--- src/rtl/baton_pkg.sv ---
// Shared types and defaults for the baton beat tracker.
//   dir_t            : direction state, also the dir_out encoding
//   DEF_COORD_WIDTH  : default coordinate width
//   DEF_PERIOD_WIDTH : default gap/period counter width
package baton_pkg;

  typedef enum logic [1:0] {
    DIR_UNKNOWN = 2'b00,
    DIR_INC     = 2'b01,
    DIR_DEC     = 2'b10
  } dir_t;

  localparam int DEF_COORD_WIDTH  = 11;
  localparam int DEF_PERIOD_WIDTH = 24;

endpackage

--- src/rtl/baton_ema_filter.sv ---
// Exponential moving average on the coordinate stream:
//   q <= q + ((d - q) >>> SHIFT), with the first sample after reset loaded directly.
// Ports:
//   clk, rst : clock, synchronous active-high reset
//   vld_in   : d_in is valid this cycle
//   d_in     : unsigned sample
//   vld_out  : vld_in delayed one cycle; q_out holds the filtered value then
//   q_out    : filtered sample
module baton_ema_filter #(
  parameter int WIDTH = 11,
  parameter int SHIFT = 2
) (
  input  logic             clk,
  input  logic             rst,
  input  logic             vld_in,
  input  logic [WIDTH-1:0] d_in,
  output logic             vld_out,
  output logic [WIDTH-1:0] q_out
);

  logic                    seen_q;
  logic signed [WIDTH:0]   diff;
  logic signed [WIDTH:0]   step;
  logic        [WIDTH:0]   sum;
  logic                    ema_unused;

  // Signed difference with floor-rounding shift; q + step stays within [0, 2^WIDTH),
  // so the carry bit of sum is never needed.
  assign diff       = $signed({1'b0, d_in}) - $signed({1'b0, q_out});
  assign step       = diff >>> SHIFT;
  assign sum        = {1'b0, q_out} + $unsigned(step);
  assign ema_unused = sum[WIDTH];

  always_ff @(posedge clk) begin
    if (rst) begin
      seen_q  <= 1'b0;
      vld_out <= 1'b0;
      q_out   <= '0;
    end else begin
      vld_out <= vld_in;
      if (vld_in) begin
        seen_q <= 1'b1;
        q_out  <= seen_q ? sum[WIDTH-1:0] : d_in;
      end
    end
  end

endmodule

--- src/rtl/baton_beat_tracker.sv ---
// Baton stroke-reversal tracker: hysteresis + refractory reversal detection on the
// camera centre-of-mass coordinate, beat/peak classification and beat period measure.
// Ports:
//   clk_camera_in    : only clock
//   rst_in           : synchronous active-high reset
//   y_com_in         : unsigned coordinate, valid when measure_in=1
//   measure_in       : sample strobe
//   change_out       : pulse on any accepted reversal
//   beat_out         : pulse on INC->DEC reversal (coordinate maximum)
//   peak_out         : pulse on DEC->INC reversal (coordinate minimum)
//   dir_out          : 00 unknown, 01 increasing, 10 decreasing
//   beat_period_out  : cycles between the last two beats (all-ones when saturated)
//   period_valid_out : two beats seen since reset
// Build option: BATON_SMOOTH_EN inserts an EMA filter ahead of the tracker
// (adds one cycle of latency).
module baton_beat_tracker
  import baton_pkg::*;
#(
  parameter int COORD_WIDTH  = DEF_COORD_WIDTH,
  parameter int HYST         = 4,
  parameter int MIN_GAP      = 200000,
  parameter int PERIOD_WIDTH = DEF_PERIOD_WIDTH,
  parameter int SMOOTH_SHIFT = 2
) (
  input  logic                    clk_camera_in,
  input  logic                    rst_in,
  input  logic [COORD_WIDTH-1:0]  y_com_in,
  input  logic                    measure_in,
  output logic                    change_out,
  output logic                    beat_out,
  output logic                    peak_out,
  output logic [1:0]              dir_out,
  output logic [PERIOD_WIDTH-1:0] beat_period_out,
  output logic                    period_valid_out
);

  localparam logic [PERIOD_WIDTH-1:0]       CNT_MAX = '1;
  localparam logic [PERIOD_WIDTH-1:0]       GAP_MIN = PERIOD_WIDTH'(MIN_GAP);
  localparam logic signed [COORD_WIDTH:0]   HYST_S  = (COORD_WIDTH+1)'(HYST);

  logic [COORD_WIDTH-1:0] trk_y;
  logic                   trk_vld;

`ifdef BATON_SMOOTH_EN
  baton_ema_filter #(
    .WIDTH (COORD_WIDTH),
    .SHIFT (SMOOTH_SHIFT)
  ) u_ema (
    .clk     (clk_camera_in),
    .rst     (rst_in),
    .vld_in  (measure_in),
    .d_in    (y_com_in),
    .vld_out (trk_vld),
    .q_out   (trk_y)
  );
`else
  logic smooth_unused;
  assign smooth_unused = |SMOOTH_SHIFT;
  assign trk_y         = y_com_in;
  assign trk_vld       = measure_in;
`endif

  dir_t                    dir_q, dir_nx;
  logic [COORD_WIDTH-1:0]  ext_q, ext_nx;
  logic                    seen_q, seen_nx;
  logic                    beat_nx, peak_nx;
  logic [PERIOD_WIDTH-1:0] gap_q, per_q, period_q, per_inc;
  logic                    beat_seen_q, pv_q;
  logic                    chg_q, beat_q, peak_q;
  logic signed [COORD_WIDTH:0] rise, fall;
  logic                    gap_ok;

  // Zero-extended signed differences: rise = y - ext, fall = ext - y.
  assign rise   = $signed({1'b0, trk_y}) - $signed({1'b0, ext_q});
  assign fall   = $signed({1'b0, ext_q}) - $signed({1'b0, trk_y});
  assign gap_ok = gap_q >= GAP_MIN;
  // The beat cycle itself is counted, so the period equals the beat pulse spacing.
  assign per_inc = (per_q == CNT_MAX) ? CNT_MAX : per_q + 1'b1;

  always_comb begin
    dir_nx  = dir_q;
    ext_nx  = ext_q;
    seen_nx = seen_q;
    beat_nx = 1'b0;
    peak_nx = 1'b0;
    if (trk_vld) begin
      if (!seen_q) begin
        seen_nx = 1'b1;
        ext_nx  = trk_y;
      end else begin
        case (dir_q)
          DIR_UNKNOWN: begin
            if (rise >= HYST_S) begin
              dir_nx = DIR_INC;
              ext_nx = trk_y;
            end else if (fall >= HYST_S) begin
              dir_nx = DIR_DEC;
              ext_nx = trk_y;
            end
          end
          DIR_INC: begin
            if (trk_y > ext_q) ext_nx = trk_y;
            // A retreat inside the refractory window is ignored; ext is kept so a
            // later sample can still qualify.
            else if (fall >= HYST_S && gap_ok) begin
              dir_nx  = DIR_DEC;
              ext_nx  = trk_y;
              beat_nx = 1'b1;
            end
          end
          DIR_DEC: begin
            if (trk_y < ext_q) ext_nx = trk_y;
            else if (rise >= HYST_S && gap_ok) begin
              dir_nx  = DIR_INC;
              ext_nx  = trk_y;
              peak_nx = 1'b1;
            end
          end
          default: dir_nx = DIR_UNKNOWN;
        endcase
      end
    end
  end

  always_ff @(posedge clk_camera_in) begin
    if (rst_in) begin
      dir_q       <= DIR_UNKNOWN;
      ext_q       <= '0;
      seen_q      <= 1'b0;
      chg_q       <= 1'b0;
      beat_q      <= 1'b0;
      peak_q      <= 1'b0;
      gap_q       <= '0;
      per_q       <= '0;
      period_q    <= '0;
      beat_seen_q <= 1'b0;
      pv_q        <= 1'b0;
    end else begin
      dir_q  <= dir_nx;
      ext_q  <= ext_nx;
      seen_q <= seen_nx;
      chg_q  <= beat_nx | peak_nx;
      beat_q <= beat_nx;
      peak_q <= peak_nx;
      if (beat_nx | peak_nx)   gap_q <= '0;
      else if (gap_q != CNT_MAX) gap_q <= gap_q + 1'b1;
      if (beat_nx) begin
        per_q       <= '0;
        beat_seen_q <= 1'b1;
        if (beat_seen_q) begin
          period_q <= per_inc;
          pv_q     <= 1'b1;
        end
      end else if (per_q != CNT_MAX) begin
        per_q <= per_q + 1'b1;
      end
    end
  end

  assign change_out       = chg_q;
  assign beat_out         = beat_q;
  assign peak_out         = peak_q;
  assign dir_out          = dir_q;
  assign beat_period_out  = period_q;
  assign period_valid_out = pv_q;

endmodule

--- config.mk ---
export PLATFORM = sky130hd
export DESIGN_NAME = baton_beat_tracker
export DESIGN_NICKNAME = d
export VERILOG_FILES = /design/src/rtl/baton_pkg.sv /design/src/rtl/baton_ema_filter.sv /design/src/rtl/baton_beat_tracker.sv
export SDC_FILE = /design/constraint.sdc
export NUM_CORES = 1
export LEC_CHECK = 0
export ABC_AREA = 1
export ABC_CLOCK_PERIOD_IN_PS = 5000
export BUFFER_PORTS_ARGS = -buffer_cell sky130_fd_sc_hd__buf_2
export CORE_AREA = 2 2 97 99
export DETAILED_ROUTE_END_ITERATION = 10
export DIE_AREA = 0 0 99 101
export HOLD_SLACK_MARGIN = 0.02
export PLACE_DENSITY_LB_ADDON = 0.25
export RECOVER_POWER = 25
export SLEW_MARGIN = 20
export SYNTH_ARGS = -nofsm -noshare
export SYNTH_HDL_FRONTEND = slang
export SYNTH_HIERARCHICAL = 1
export SYNTH_SLANG_ARGS = --single-unit
--- constraint.sdc ---
create_clock -name clk_camera_in -period 5 [get_ports clk_camera_in]
set_input_delay 0.5 -clock clk_camera_in [delete_from_list [all_inputs] [get_ports clk_camera_in]]
set_output_delay 0.5 -clock clk_camera_in [all_outputs]
set_load 0.005 [all_outputs]
==> Flow_metrics.wiki <==
{| class="wikitable"
! Metric !! Value
|-
| Run status || completed
|-
| Hold violation total from the final report || 0
|-
| Switching Power || 0.532 mW
|-
| Crit-path max cell delay || 670 ps
|-
| Synth Register Bits || 91
|-
| Worst setup path endpoint || ext_q[8]
|-
| Cell type with the highest occurrence count on the critical path || nand2_1
|-
| Cell Rows || 35
|-
| Clock tree from TritonCTS || yes
|-
| Internal power || 1.20 mW
|-
| Clock input transition at the sequential cells of the worst setup and hold paths || 90 ps
|-
| Simple-gate portion of the synthesized area || 38.2%
|-
| Worst R2R Setup Slack || 1880 ps
|-
| Yosys warns || 6
|-
| Via count of the first global-routing pass || 5120
|-
| Wire length on met1 || 5680 µm
|-
| Sum of internal, switching and leakage power || 1.73 mW
|-
| Buffers and inverters on the worst path || 1
|-
| Via Count || 5433
|-
| Crit path arrival time || 3380 ps
|-
| Fraction of layout cells with a size suffix above 1 || 8.06%
|-
| Post-route non-filler standard cell count || 1017
|-
| Number of ports placed on the die boundary || 44
|-
| Gate Count Post-Synth || 870
|-
| Final period util || 62.5%
|-
| Placeable core region || 8980 µm²
|-
| Overall Global Routing Usage || 26.7%
|-
| Power Density || 283 nW/µm²
|-
| Top Metal Used || met4
|-
| Kind of capture point of the worst setup path || register
|-
| Vias per Instance || 5.34
|-
| Final wirelength || 12900 µm
|-
| Most frequent standard cell in the layout excluding fill and tap cells || nand2_1
|-
| Hold-fix buffers at CTS || 0
|-
| Weighted congestion at the end of routability-driven global placement || 0.960
|-
| Commonest cells after routing, fill and taps aside || nand2_1, nor2_1, inv_1, dfxtp_1, nand3_1
|-
| Skew-Pair Late Insertion Delay || 360 ps
|-
| Floorplan die width || 99 µm
|-
| Cts repair resizes || 0
|-
| Initial Utilization || 63.2%
|-
| Setup tns final || 0 ps
|-
| Cell depth of the worst setup path || 18
|-
| Sum of met2 wire segment lengths after detailed routing || 6190 µm
|-
| Post-synthesis mux area share || 0%
|-
| Critical Setup Path Class || reg -> reg
|-
| Largest net degree at the start of global routing || 29
|-
| Relative slew slack || 29.7%
|-
| Switching part of the total power || 30.7%
|-
| Detailed placer's ending HPWL || 9780 µm
|-
| Max-slew violations || 0
|-
| Number of antenna violations at the first check in global routing || 0
|-
| Remaining routing DRC violations || 0
|-
| Port bufs || 43
|-
| Worst Setup Start Kind || register
|-
| Instance count after placement with tap cells included || 1001
|-
| Proportion of power drawn by flip-flops and latches || 43.8%
|-
| Cell with the biggest individual delay on the critical path || nor2_1
|-
| Required time of the critical path || 5260 ps
|-
| GR Overflow Total || 0
|-
| Family of cells with the greatest summed delay on the critical path || simple AND/OR/NAND/NOR gates
|-
| Full die area || 10000 µm²
|-
| Type of the worst min-delay path || in -> reg
|-
| Antenna diode instance count || 0
|-
| First-pass iteration count of the detailed router || 5
|-
| Compound-cell area share of the yosys netlist || 6.84%
|-
| Clock tree root buffer cell || clkbuf_8
|-
| Min Hold Slack || 416 ps
|-
| FF-to-FF path depth || 18
|-
| Clock Skews || 13.0 ps
|-
| Mean area per synthesized cell || 6.52 µm²
|-
| Maximum clock frequency || 320 MHz
|-
| Lkg Pwr || 2.85 nW
|-
| RSZ-0062 raised after global routing || no
|-
| Number of max-capacitance violations reported || 0
|-
| Die boundary height || 101 µm
|-
| H-Tree Depth || 3
|-
| Worst voltage drop across the vdd grid || 168 µV
|-
| Drt initial violations || 329
|-
| XOR/XNOR share of the synthesized area || 6.18%
|-
| Post CTS Setup Buffer Count || 0
|-
| Combinational family with the most area after synthesis || simple AND/OR/NAND/NOR gates
|-
| Combinational Power Share || 21.0%
|-
| Sequential area share after synthesis || 32.1%
|-
| Synthesized net count || 913
|-
| First-pass GRT wire length || 22200 µm
|-
| Largest fanout of any net on the critical path || 11
|-
| Launch point of the worst reg-to-reg path || ext_q[2]
|-
| Final min period || 3120 ps
|-
| Total length of routed met3 wires || 717 µm
|-
| Number of library cell types mapped by synthesis || 42
|-
| Cell area after synthesis || 5670 µm²
|-
| Worst path cell trace || ha_1 -> nand2_1 -> nor2_2 -> nand2_1 -> nand3_1 -> nand2_1 -> nand2_1 -> inv_1 -> nand2_1 -> nor2_1 -> nand3_2 -> nand2_1 -> nand2_1 -> nor2_1 -> nor2_1 -> nand3_1 -> nand2_1 -> nor2_1
|-
| Setup-failing EPs final || 0
|-
| Number of buffers inserted during clock tree synthesis || 9
|-
| Clock power frac || 35.2%
|-
| Total number of nets in the final design || 944
|-
| Critical path origin || ext_q[2]
|-
| Average wire per cell in the routed design || 12.7 µm
|-
| Adder-Cell Fraction of Synth Area || 6.53%
|-
| FF-to-FF End || ext_q[8]
|-
| Number of buffers on the longest clock path || 2
|-
| Area growth from synthesis to layout || 7.94%
|-
| Transition at the pin with the smallest max-transition slack || 1050 ps
|-
| Sinks on Clock Net || 91
|-
| Remaining antenna violation count || 0
|}
==> layer usage <==
layer | GRT usage, % | vias to the layer above
met5 | 0 | -
met4 | 11.1 | 0
met3 | 3.40 | 28
met2 | 47.1 | 156
met1 | 33.0 | 2447
li1 | - | 2802
==> worst min-delay path, delay by kind of cell <==
| family | cells | cell delay (ps) |
|---|---|---|
| buf+inv | 1 | 130 |
| simple gates | 2 | 120 |
==> state kept, by name (all words and copies together) (netlist names) <==
| signal | flops |
|---|---|
| beat_period_out | 24 |
| per_q | 24 |
| dir_out | 2 |
| period_valid_out | 1 |
| change_out | 1 |
| beat_out | 1 |
| seen_q | 1 |
| peak_out | 1 |
| gap_q | 24 |
| ext_q | 11 |
| beat_seen_q | 1 |
==> how the worst min path moves through the flow <==
stage                     depth (start not counted)                from                  to
after detailed placement                          2  beat_period_out[1]  beat_period_out[1]
after global routing                              3          measure_in              seen_q
final                                             3          measure_in              seen_q
after floorplan                                   2  beat_period_out[1]  beat_period_out[1]
after CTS                                         3          measure_in              seen_q
after global placement                            2  beat_period_out[1]  beat_period_out[1]
==> synthesized netlist by cell type (all sizes together) <==
cell	n	area, µm²
o31ai	1	12.5
and2	1	6.26
xnor2	14	123
o22ai	2	12.5
ha	28	350
clkbuf	5	18.8
buf	18	115
nand3	73	375
o21bai	1	7.51
nor2	166	667
fa	1	20.0
o21ai	27	135
or4	1	7.51
nand4	21	146
nand3b	2	15.0
nor4	6	43.8
a21oi	34	174
o211ai	2	15.0
nand2	207	782
or2	3	18.8
nor3	14	80.1
or3	1	6.26
a31oi	5	31.3
inv	118	443
dfxtp	91	1820
xor2	26	228
nor3b	2	15.0
==> through the flow <==
stage | area [µm²] | util, % | setup slack [ps]
floorplan | 5670 | - | 2490
global placement | 5890 | 65.6 | 1760
detailed placement | 5890 | 65.6 | 1610
CTS | 6140 | 68.4 | 1940
global route | 6120 | 68.2 | 1580
finish | 6120 | 68.2 | 1880
==> final cells by class <==
cell class,instances,area (µm²)
fillers,793,2860
clock buffers,9,124
well taps,111,139
multi-input cells,638,3270
repair buffers,43,199
clock inverters,7,123
flip-flops and latches,91,1820
inverters,118,443
==> logic make-up after synthesis <==
family,Yosys count
flip-flops,91
XOR/XNOR,40
AND/OR/NAND/NOR,497
adder cells (fa/ha/maj),29
AO/OA/AOI/OAI,72
buffers and inverters,141
==> power groups by stage <==
stage	clock, mW	sequential [mW]	combinational, mW
after floorplan	0	0.770	0.286
after global placement	0	0.773	0.350
after detailed placement	0	0.775	0.356
after CTS	0.627	0.759	0.358
after global routing	0.646	0.761	0.412
final	0.609	0.759	0.363
(Power assumes the default switching activity.)
